## src/rtl/game_sequencer.sv

```systemverilog
// Game-flow controller: sequences attract/play/wave-clear/life-lost/game-over,
// and keeps score, lives, wave and alien march speed. Timers advance on fsync.
module game_sequencer #(
  parameter int START_LIVES      = 3,
  parameter int POINTS_PER_ALIEN = 10,
  parameter int SCORE_W          = 16,
  parameter int BASE_SPEED       = 1,
  parameter int MAX_SPEED        = 8,
  parameter int CLEAR_FRAMES     = 60,
  parameter int OVER_FRAMES      = 120,
  parameter int CNT_W            = 5
) (
  input  logic               pixel_clk,
  input  logic               rst_n,
  input  logic               fsync,
  input  logic               fire,
  input  logic               alien_hit,
  input  logic               alien_reached_paddle,
  input  logic [CNT_W-1:0]   aliens_remaining,
  output logic               field_rst,
  output logic [3:0]         enemy_speed,
  output logic [SCORE_W-1:0] score,
  output logic [2:0]         lives,
  output logic [7:0]         wave,
  output logic [2:0]         state,
  output logic               show_gameover
);

  typedef enum logic [2:0] {
    S_IDLE       = 3'd0,
    S_PLAY       = 3'd1,
    S_WAVE_CLEAR = 3'd2,
    S_LIFE_LOST  = 3'd3,
    S_GAME_OVER  = 3'd4
  } state_e;

  localparam int FRAME_MAX = (CLEAR_FRAMES > OVER_FRAMES) ? CLEAR_FRAMES : OVER_FRAMES;
  localparam int FRAME_W   = $clog2(FRAME_MAX + 1);
  localparam logic [SCORE_W:0] SCORE_SAT = {1'b0, {SCORE_W{1'b1}}};

  state_e               state_q, state_d;
  logic                 field_rst_q, field_rst_d;
  logic [3:0]           speed_q, speed_d;
  logic [SCORE_W-1:0]   score_q, score_d;
  logic [2:0]           lives_q, lives_d;
  logic [7:0]           wave_q, wave_d;
  logic                 show_q, show_d;
  logic                 fire_q;
  logic                 armed_q, armed_d;
  logic [FRAME_W-1:0]   frame_cnt_q, frame_cnt_d;

  logic                 fire_edge;
  logic                 timed_state;
  logic [SCORE_W:0]     score_sum;
  logic [7:0]           wave_inc;
  logic [8:0]           speed_sum;

  assign fire_edge   = fire & ~fire_q;
  assign timed_state = (state_q == S_WAVE_CLEAR) || (state_q == S_LIFE_LOST) ||
                       (state_q == S_GAME_OVER);
  assign score_sum   = {1'b0, score_q} + (SCORE_W + 1)'(POINTS_PER_ALIEN);
  assign wave_inc    = (wave_q == 8'hFF) ? wave_q : wave_q + 8'd1;
  assign speed_sum   = 9'(BASE_SPEED) + {1'b0, wave_inc};

  always_comb begin
    state_d     = state_q;
    speed_d     = speed_q;
    score_d     = score_q;
    lives_d     = lives_q;
    wave_d      = wave_q;
    armed_d     = armed_q;
    frame_cnt_d = frame_cnt_q;

    case (state_q)
      S_IDLE: begin
        if (fire_edge) begin
          score_d = '0;
          lives_d = 3'(START_LIVES);
          wave_d  = '0;
          speed_d = 4'(BASE_SPEED);
          state_d = S_PLAY;
        end
      end
      S_PLAY: begin
        if (fsync) armed_d = 1'b1;
        if (alien_hit)
          score_d = (score_sum > SCORE_SAT) ? {SCORE_W{1'b1}} : score_sum[SCORE_W-1:0];
        if (alien_reached_paddle) begin
          if (lives_q == 3'd1) begin
            lives_d = 3'd0;
            state_d = S_GAME_OVER;
          end else begin
            lives_d = lives_q - 3'd1;
            state_d = S_LIFE_LOST;
          end
        end else if (armed_q && (aliens_remaining == '0)) begin
          wave_d  = wave_inc;
          speed_d = (speed_sum > 9'(MAX_SPEED)) ? 4'(MAX_SPEED) : speed_sum[3:0];
          state_d = S_WAVE_CLEAR;
        end
      end
      S_WAVE_CLEAR, S_LIFE_LOST: begin
        if (frame_cnt_q >= FRAME_W'(CLEAR_FRAMES)) state_d = S_PLAY;
      end
      S_GAME_OVER: begin
        if (fire_edge && (frame_cnt_q >= FRAME_W'(OVER_FRAMES))) begin
          score_d = '0;
          lives_d = 3'(START_LIVES);
          wave_d  = '0;
          speed_d = 4'(BASE_SPEED);
          state_d = S_PLAY;
        end
      end
      default: state_d = S_IDLE;
    endcase

    // armed only survives while staying in PLAY; re-entry must see a fresh fsync
    if (state_d != S_PLAY) armed_d = 1'b0;

    if (state_d != state_q)
      frame_cnt_d = '0;
    else if (fsync && timed_state && (frame_cnt_q != {FRAME_W{1'b1}}))
      frame_cnt_d = frame_cnt_q + 1'b1;

    field_rst_d = (state_d != S_PLAY);
    show_d      = (state_d == S_GAME_OVER);
  end

  always_ff @(posedge pixel_clk or negedge rst_n) begin
    if (!rst_n) begin
      state_q     <= S_IDLE;
      field_rst_q <= 1'b1;
      speed_q     <= 4'(BASE_SPEED);
      score_q     <= '0;
      lives_q     <= 3'(START_LIVES);
      wave_q      <= '0;
      show_q      <= 1'b0;
      fire_q      <= 1'b0;
      armed_q     <= 1'b0;
      frame_cnt_q <= '0;
    end else begin
      state_q     <= state_d;
      field_rst_q <= field_rst_d;
      speed_q     <= speed_d;
      score_q     <= score_d;
      lives_q     <= lives_d;
      wave_q      <= wave_d;
      show_q      <= show_d;
      fire_q      <= fire;
      armed_q     <= armed_d;
      frame_cnt_q <= frame_cnt_d;
    end
  end

  assign field_rst     = field_rst_q;
  assign enemy_speed   = speed_q;
  assign score         = score_q;
  assign lives         = lives_q;
  assign wave          = wave_q;
  assign state         = state_q;
  assign show_gameover = show_q;

endmodule

```

## config.mk

```make
export PLATFORM = sky130hd
export DESIGN_NAME = game_sequencer
export DESIGN_NICKNAME = d
export VERILOG_FILES = /design/src/rtl/game_sequencer.sv
export SDC_FILE = /design/constraint.sdc
export NUM_CORES = 1
export LEC_CHECK = 0
export CELL_PAD_IN_SITES_DETAIL_PLACEMENT = 0
export CELL_PAD_IN_SITES_GLOBAL_PLACEMENT = 1
export CORE_ASPECT_RATIO = 0.5
export CORE_MARGIN = 3
export CORE_UTILIZATION = 45
export CTS_CLUSTER_DIAMETER = 100
export DETAILED_ROUTE_END_ITERATION = 8
export GPL_TIMING_DRIVEN = 0
export PLACE_DENSITY = 0.95
export SYNTH_ARGS = -nofsm -noshare
export SYNTH_HDL_FRONTEND = slang
export SYNTH_SLANG_ARGS = --single-unit
export TNS_END_PERCENT = 10
```

## constraint.sdc

```tcl
create_clock -name pixel_clk -period 8.8 [get_ports pixel_clk]
set_input_delay 1.76 -clock pixel_clk [delete_from_list [all_inputs] [get_ports pixel_clk]]
set_output_delay 1.76 -clock pixel_clk [all_outputs]
set_load 0.01 [all_outputs]
```

==> flow_metrics.py, run 1 <==
metrics = {
    "synth": {
        "synth_fa_ha_area_share_pct": 3.48,
        "synth_enable_flop_cells": 0,
        "syn_nets": 389,
        "ys_async_sr_fraction_pct": 100,
        "seq_area_frac_synth_pct": 34.9,
        "ys.flop_type": "dfrtp_1",
        "syn_area_mm2": 0.00324,
        "synth-compound-area-share_pct": 27.0,
        "synthMuxAreaShare_pct": 1.31,
        "avgSynthCellArea_um2": 8.77,
        "synth_top_family_by_area": "compound AO/OA/AOI/OAI gates",
        "yosys.area_share.simple_pct": 24.4,
        "syn_inst": 369,
        "yosys_register_bits": 45,
        "synth.distinct_cells": 72,
        "yosys_warnings": 0,
        "synth-xor-area-share_pct": 3.25,
    },
    "critical_path": {
        "crit_chain": "clkdlybuf4s50_1, or4_4, nor4_4, nand2_1, or2_0, a2111oi_2, a22o_1",
        "timing.rr.start": "wave[0]",
        "max_stage_delay_ns": 0.56,
        "start_kind": "input port",
        "reg2reg_to": "enemy_speed[0]",
        "crit_family": "simple AND/OR/NAND/NOR gates",
        "required_ns": 9.03,
        "path_depth": 7,
        "r2r_slack_ns": 5.11,
        "path_class": "in2reg",
        "cp_num_buf_inv": 1,
        "slowest_stage": "or4_4",
        "reg2reg_depth": 12,
        "end_kind": "flop",
        "cp_max_fo": 5,
        "worst_ep_arrival_time_ns": 3.96,
    },
    "cells_and_area": {
        "nNetsFinal": 443,
        "stdcell_area_mm2": 0.00399,
        "antenna_cells": 0,
        "final_util_pct": 58.3,
        "fin_cells": 516,
        "final_cell_mix": "clkdlybuf4s50_1, nor2_1, dfrtp_1, nand2_1, a21oi_1",
        "areaGrowthSynthToFinish_pct": 23.1,
        "mostFrequentLayoutCell": "clkdlybuf4s50_1",
        "fill_cells": 614,
        "drive_gt1_share_pct": 12.5,
    },
    "global_route": {
        "grt_pass1_wl_mm": 14.3,
        "grt_antenna_before_repair": 0,
        "grt_max_degree": 40,
        "grt-ovfl-total": 0,
        "grt_pass1_vias": 2917,
        "grtUsageTotal_pct": 21.3,
    },
    "placement": {
        "gp_congestion": 0.896,
        "hpwl_mm": 6.01,
        "post_dp_cell_area_mm2": 0.00383,
        "portBuffers": 46,
        "dp.cells": 508,
    },
    "floorplan": {
        "die-area_mm2": 0.00831,
        "core_mm2": 0.00683,
        "rows": 21,
        "die_h_um": 66.0,
        "start_util_pct": 47.4,
        "ios": 47,
        "die_w_um": 126,
    },
    "clock_tree": {
        "clkLatencyLatePin_ns": 0.30,
        "clkTransAtPathRegs_ns": 0.06,
        "cts_sinks": 45,
        "holdBufCountCts": 0,
        "numCtsBuffers": 5,
        "cts_max_level": 2,
        "cts_setup_buffers": 0,
        "cts_root_buf": "clkbuf_16",
        "cts_resized": 0,
        "cts_tree": "yes",
        "clk_path_buf_depth": 2,
    },
    "sta": {
        "fin_crit_sh_pct": 42.4,
        "finClkSkew_ns": 0.00593,
        "fmax_ghz": 0.268,
        "fin_crit_ns": 3.73,
        "hold_violations": 0,
        "finalSetupViolCount": 0,
        "fin_setup_tns_ns": 0,
        "tightest_slew_ns": 0.837,
        "slew_headroom_pct": 43.8,
        "rsz0062_at_grt": "no",
        "slew_viol_final": 0,
    },
    "routing": {
        "drt_iter0_markers": 237,
        "drc_errors": 0,
        "ant_nets": 0,
        "routed_wirelength_mm": 8.39,
        "drtPass1Iterations": 5,
        "routedWlPerCell_um": 16.3,
        "vias_per_cell": 5.91,
        "vias": 3047,
    },
    "min_path": {
        "min_from": "armed_q",
        "min_path_cells": 2,
        "hold_path_end": "armed_q",
        "min_path_type": "reg2reg",
    },
    "power": {
        "power_density_mw_per_mm2": 170,
        "total_power_mw": 0.675,
        "peakVddDrop_v": 0.0000895,
        "p_leak_nw": 1.55,
    },
    "outcome": {
        "status": "completed",
    },
    "run": {
        "maxCapViolations": 0,
    },
}
## cell usage after synthesis, types with 3 or more instances
cell type	count	area share, %
nor2b_1	6	1.2
clkbuf_1	7	0.81
o22ai_1	3	0.58
xor2_1	6	1.6
nand3b_1	4	0.93
inv_1	12	1.4
o21ai_0	26	4.0
xnor2_1	6	1.6
nand4_1	8	1.5
o211ai_1	4	0.93
a22oi_1	4	0.93
nand3_1	6	0.93
o31ai_1	3	0.70
buf_2	8	1.2
dfstp_2	4	3.2
o21bai_1	3	0.70
a41oi_2	3	1.5
nand2b_1	4	0.77
nor3b_1	3	0.70
o21a_1	4	0.93
nand2_1	31	3.6
clkbuf_8	3	1.3
a31oi_1	11	2.1
a21o_1	3	0.70
and2_1	6	1.2
a21oi_1	30	4.6
nor3_1	11	1.7
nor2_1	41	4.8
ha_1	9	3.5
a22o_1	6	1.6
dfrtp_1	41	32
## state kept, by name, summed over array words and instances (netlist names)
signal	flops
wave	8
score	16
state	3
lives	3
armed_q	1
field_rst	1
show_gameover	1
fire_q	1
frame_cnt_q	7
enemy_speed	4
## logic make-up (layout without fill, tap and decap cells)
family | Yosys count | after routing
and+or+nand+nor | 144 | 144
AOI/OAI and AO/OA | 122 | 122
DFF | 45 | 45
buffers and inverters | 33 | 88
xor gates and xnor gates | 12 | 12
adders and majority gates | 9 | 9
muxes | 4 | 4
## per-layer routing
layer	wire length, um	vias to the layer above	track usage [%]
li1	-	1473	-
met1	3780	1485	27.0
met2	4140	75	37.1
met3	336	14	3.87
met4	131	0	7.22
met5	0	-	0
## worst register-to-register path, delay by kind of cell (launching register included)
kind                     cells  cell delay, ns
flip-flops                   1            0.49
buffers and inverters        1            0.23
AO/OA/AOI/OAI                4            1.05
adder cells (fa/ha/maj)      2            0.58
AND/OR/NAND/NOR              4            0.87
multiplexers                 1            0.40
## per-stage QoR
step,setup WS [ns],hold WS (ns)
final,5.07,0.504
after global routing,4.82,0.521
after CTS,5.06,0.507
after detailed placement,4.80,0.494
after global placement,4.69,0.487
after floorplan,5.46,0.462
## final cells by class
cell class,instances,area [um2],area share (%)
plain buffers,21,138,3.45
clock buffers,7,153,3.83
clock inverters,1,5.00,0.126
inverters,12,45.0,1.13
multi-input cells,291,1920,48.3
flip-flops and latches,45,1130,28.4
well taps,92,115,2.89
repair buffers,47,475,11.9
## power breakdown
part           internal (mW)  switching (mW)
combinational         0.0942           0.119
clock                  0.120          0.0811
sequential             0.233          0.0272
## worst max-delay path by stage
stage	from	slack (ns)	end
2_1_floorplan	aliens_remaining[1]	5.46	enemy_speed[3]
3_3_place_gp	rst_n	4.69	wave[2]
3_5_place_dp	aliens_remaining[1]	4.80	enemy_speed[1]
4_1_cts	aliens_remaining[1]	5.06	enemy_speed[1]
5_1_grt	wave[0]	4.82	enemy_speed[1]
6_report	aliens_remaining[1]	5.07	enemy_speed[1]
(Power assumes the default switching activity.)
==> inputs of run 2 (changes only) <==
--- a/config.mk
+++ b/config.mk
@@ -9,11 +9,11 @@
 export CELL_PAD_IN_SITES_GLOBAL_PLACEMENT = 1
 export CORE_ASPECT_RATIO = 0.5
 export CORE_MARGIN = 3
-export CORE_UTILIZATION = 45
+export CORE_UTILIZATION = 38
 export CTS_CLUSTER_DIAMETER = 100
 export DETAILED_ROUTE_END_ITERATION = 8
 export GPL_TIMING_DRIVEN = 0
-export PLACE_DENSITY = 0.95
+export PLACE_DENSITY = 0.87
 export SYNTH_ARGS = -nofsm -noshare
 export SYNTH_HDL_FRONTEND = slang
 export SYNTH_SLANG_ARGS = --single-unit
==> constraint.sdc (replaced) <==
create_clock -name pixel_clk -period 3.1 [get_ports pixel_clk]
set_input_delay 0.62 -clock pixel_clk [delete_from_list [all_inputs] [get_ports pixel_clk]]
set_output_delay 0.62 -clock pixel_clk [all_outputs]
set_load 0.01 [all_outputs]
==> run 2 against run 1 <==
  * Utilization down 7.8 points
  * Flip-flop and latch count unchanged
  * Critical path depth up 5
  * Final area up 3.4%
  * Via count down 1.4%
  * Hold slack worse by 0.30 ns
  * Routed wire length up 0.19%
  * Combinational power rose to 2.8 times the previous value
  * Final cell count up 4.7%
  * Power rose to 2.8 times the previous value
  * Highest routed layer unchanged
==> flow_metrics.py, run 2 (synthesis results as in run 1) <==
metrics = {
    "sta": {
        "rsz0062_at_grt": "no",
        "fmax_ghz": 0.342,
        "fin_crit_sh_pct": 94.4,
        "finalSetupViolCount": 0,
        "slew_headroom_pct": 39.7,
        "finClkSkew_ns": 0.00420,
        "holdWs_ns": 0.200,
        "hold_violations": 0,
        "slew_viol_final": 0,
        "tightest_slew_ns": 0.897,
        "fin_crit_ns": 2.93,
        "fin_setup_tns_ns": 0,
    },
    "global_route": {
        "grt_use_met3_pct": 3.58,
        "grt_util_met2_pct": 29.9,
        "grt_max_degree": 37,
        "grt_antenna_before_repair": 0,
        "grt_pass1_wl_mm": 14.4,
        "busiest_layer": "met2",
        "grt_pass1_vias": 2836,
        "grt-ovfl-total": 0,
        "use_met1_pct": 25.1,
        "grtUsageTotal_pct": 18.2,
    },
    "cells_and_area": {
        "multiInputGateArea_mm2": 0.00200,
        "nNetsFinal": 447,
        "final_util_pct": 50.6,
        "areaGrowthSynthToFinish_pct": 27.3,
        "largest_reg_flops": 16,
        "fin_cells": 540,
        "regArea_mm2": 0.00113,
        "antenna_cells": 0,
        "fill_cells": 772,
        "mostFrequentLayoutCell": "clkdlybuf4s50_1",
        "final_cell_mix": "clkdlybuf4s50_1, nor2_1, dfrtp_1, nand2_1, a21oi_1",
        "drive_gt1_share_pct": 15.0,
    },
    "run": {
        "maxCapViolations": 0,
    },
    "critical_path": {
        "start_kind": "flop",
        "end_kind": "flop",
        "required_ns": 3.33,
        "worst_ep_arrival_time_ns": 3.16,
        "path_class": "reg2reg",
        "cp_max_fo": 10,
    },
    "clock_tree": {
        "clk_path_buf_depth": 2,
        "cts_root_buf": "clkbuf_16",
        "holdBufCountCts": 0,
        "clkLatencyLatePin_ns": 0.29,
        "cts_max_level": 2,
        "numCtsBuffers": 5,
        "clkTransAtPathRegs_ns": 0.06,
        "cts_sinks": 45,
        "cts_tree": "yes",
    },
    "power": {
        "pwr-share-seq_pct": 39.0,
        "p_int_mw": 1.25,
        "swShare_pct": 33.8,
        "p_sw_mw": 0.640,
        "peakVddDrop_v": 0.000227,
        "share_comb_of_total_power_pct": 31.8,
        "pwr-share-clk_pct": 29.1,
        "power_density_mw_per_mm2": 459,
        "p_leak_nw": 1.56,
    },
    "routing": {
        "drc_errors": 0,
        "routedWlPerCell_um": 15.6,
        "routed_wirelength_mm": 8.41,
        "drtPass1Iterations": 4,
        "drt_iter0_markers": 223,
        "ant_nets": 0,
        "vias_per_cell": 5.56,
        "vias": 3005,
    },
    "min_path": {
        "min_path_type": "in2async",
    },
    "placement": {
        "hpwl_mm": 5.97,
        "dp.cells": 528,
        "gp_congestion": 0.843,
        "portBuffers": 46,
    },
    "floorplan": {
        "die_h_um": 71.3,
        "start_util_pct": 39.7,
        "rows": 23,
        "die_w_um": 137,
        "ios": 47,
        "die-area_mm2": 0.00973,
        "core_mm2": 0.00814,
    },
    "outcome": {
        "status": "completed",
    },
}
-- run 2: cell types whose count changed in the layout (fill, tap and decap cells not counted), moves of 2 or more --
cell / previous run / this run
dfrtp_2: 0 / 2
dfrtp_1: 41 / 39
ha_1: 9 / 7
ha_4: 0 / 2
clkbuf_1: 7 / 9
buf_4: 1 / 5
-- run 2: critical path: stages (launching register included) --
cell and delay, ns:
dfrtp_2 0.43, ha_4 0.18, buf_6 0.14, nand3_4 0.12, nor2_4 0.17, mux2_4 0.35, ha_4 0.20, or2_2 0.27
o221a_2 0.26, nand2_1 0.12, a2111oi_4 0.09, o41ai_2 0.35, o31a_1 0.19
-- run 2: power by group through the flow --
stage	sequential (mW)	combinational, mW	clock (mW)
2_1_floorplan	0.755	0.364	0
3_3_place_gp	0.747	0.597	0
3_5_place_dp	0.748	0.605	0
4_1_cts	0.739	0.608	0.567
5_1_grt	0.750	0.673	0.595
6_report	0.738	0.602	0.551
-- run 2: final cells by class --
class / instances / share of cell area (%)
plain buffers: 21 / 3.49
clock buffers: 8 / 3.55
inverters: 12 / 1.09
multi-input cells: 291 / 48.7
flip-flops and latches: 45 / 27.5
well taps: 112 / 3.40
repair buffers: 51 / 12.3
-- run 2: repair_timing --
action / in CTS / in global routing
cloned: 0 / 0
resized for setup: 6 / 6
setup buffers: 1 / 3
endpoints found under the setup margin: 4 / 4
pin swaps: 1 / 1
-- run 2: worst paths after layout --
kind	to	from	cells past startpoint	slack [ns]
max reg2reg	enemy_speed[0]	wave[1]	12	0.17
max in group asynchronous	lives[1]	rst_n	2	2.36
max	enemy_speed[0]	wave[1]	12	0.17
min reg2reg	armed_q	armed_q	2	0.51
min in group pixel_clk	armed_q	armed_q	2	0.51
min	score[14]	rst_n	1	0.20
-- run 2: metrics by stage --
| step | worst slack (ns) | instance area (um2) | power (mW) |
|---|---|---|---|
| floorplan | 0.0511 | 3250 | 1.12 |
| global placement | -0.239 | 3850 | 1.34 |
| detailed placement | -0.310 | 3870 | 1.35 |
| CTS | 0.0419 | 4050 | 1.91 |
| global route | 0.0153 | 4120 | 2.02 |
| finish | 0.174 | 4120 | 1.89 |
-- run 2: layer usage --
| layer | vias up | part of all wire [%] |
|---|---|---|
| met5 | - | 0 |
| met4 | 0 | 0.83 |
| met3 | 7 | 3.3 |
| met2 | 50 | 49 |
| met1 | 1457 | 47 |
| li1 | 1491 | - |
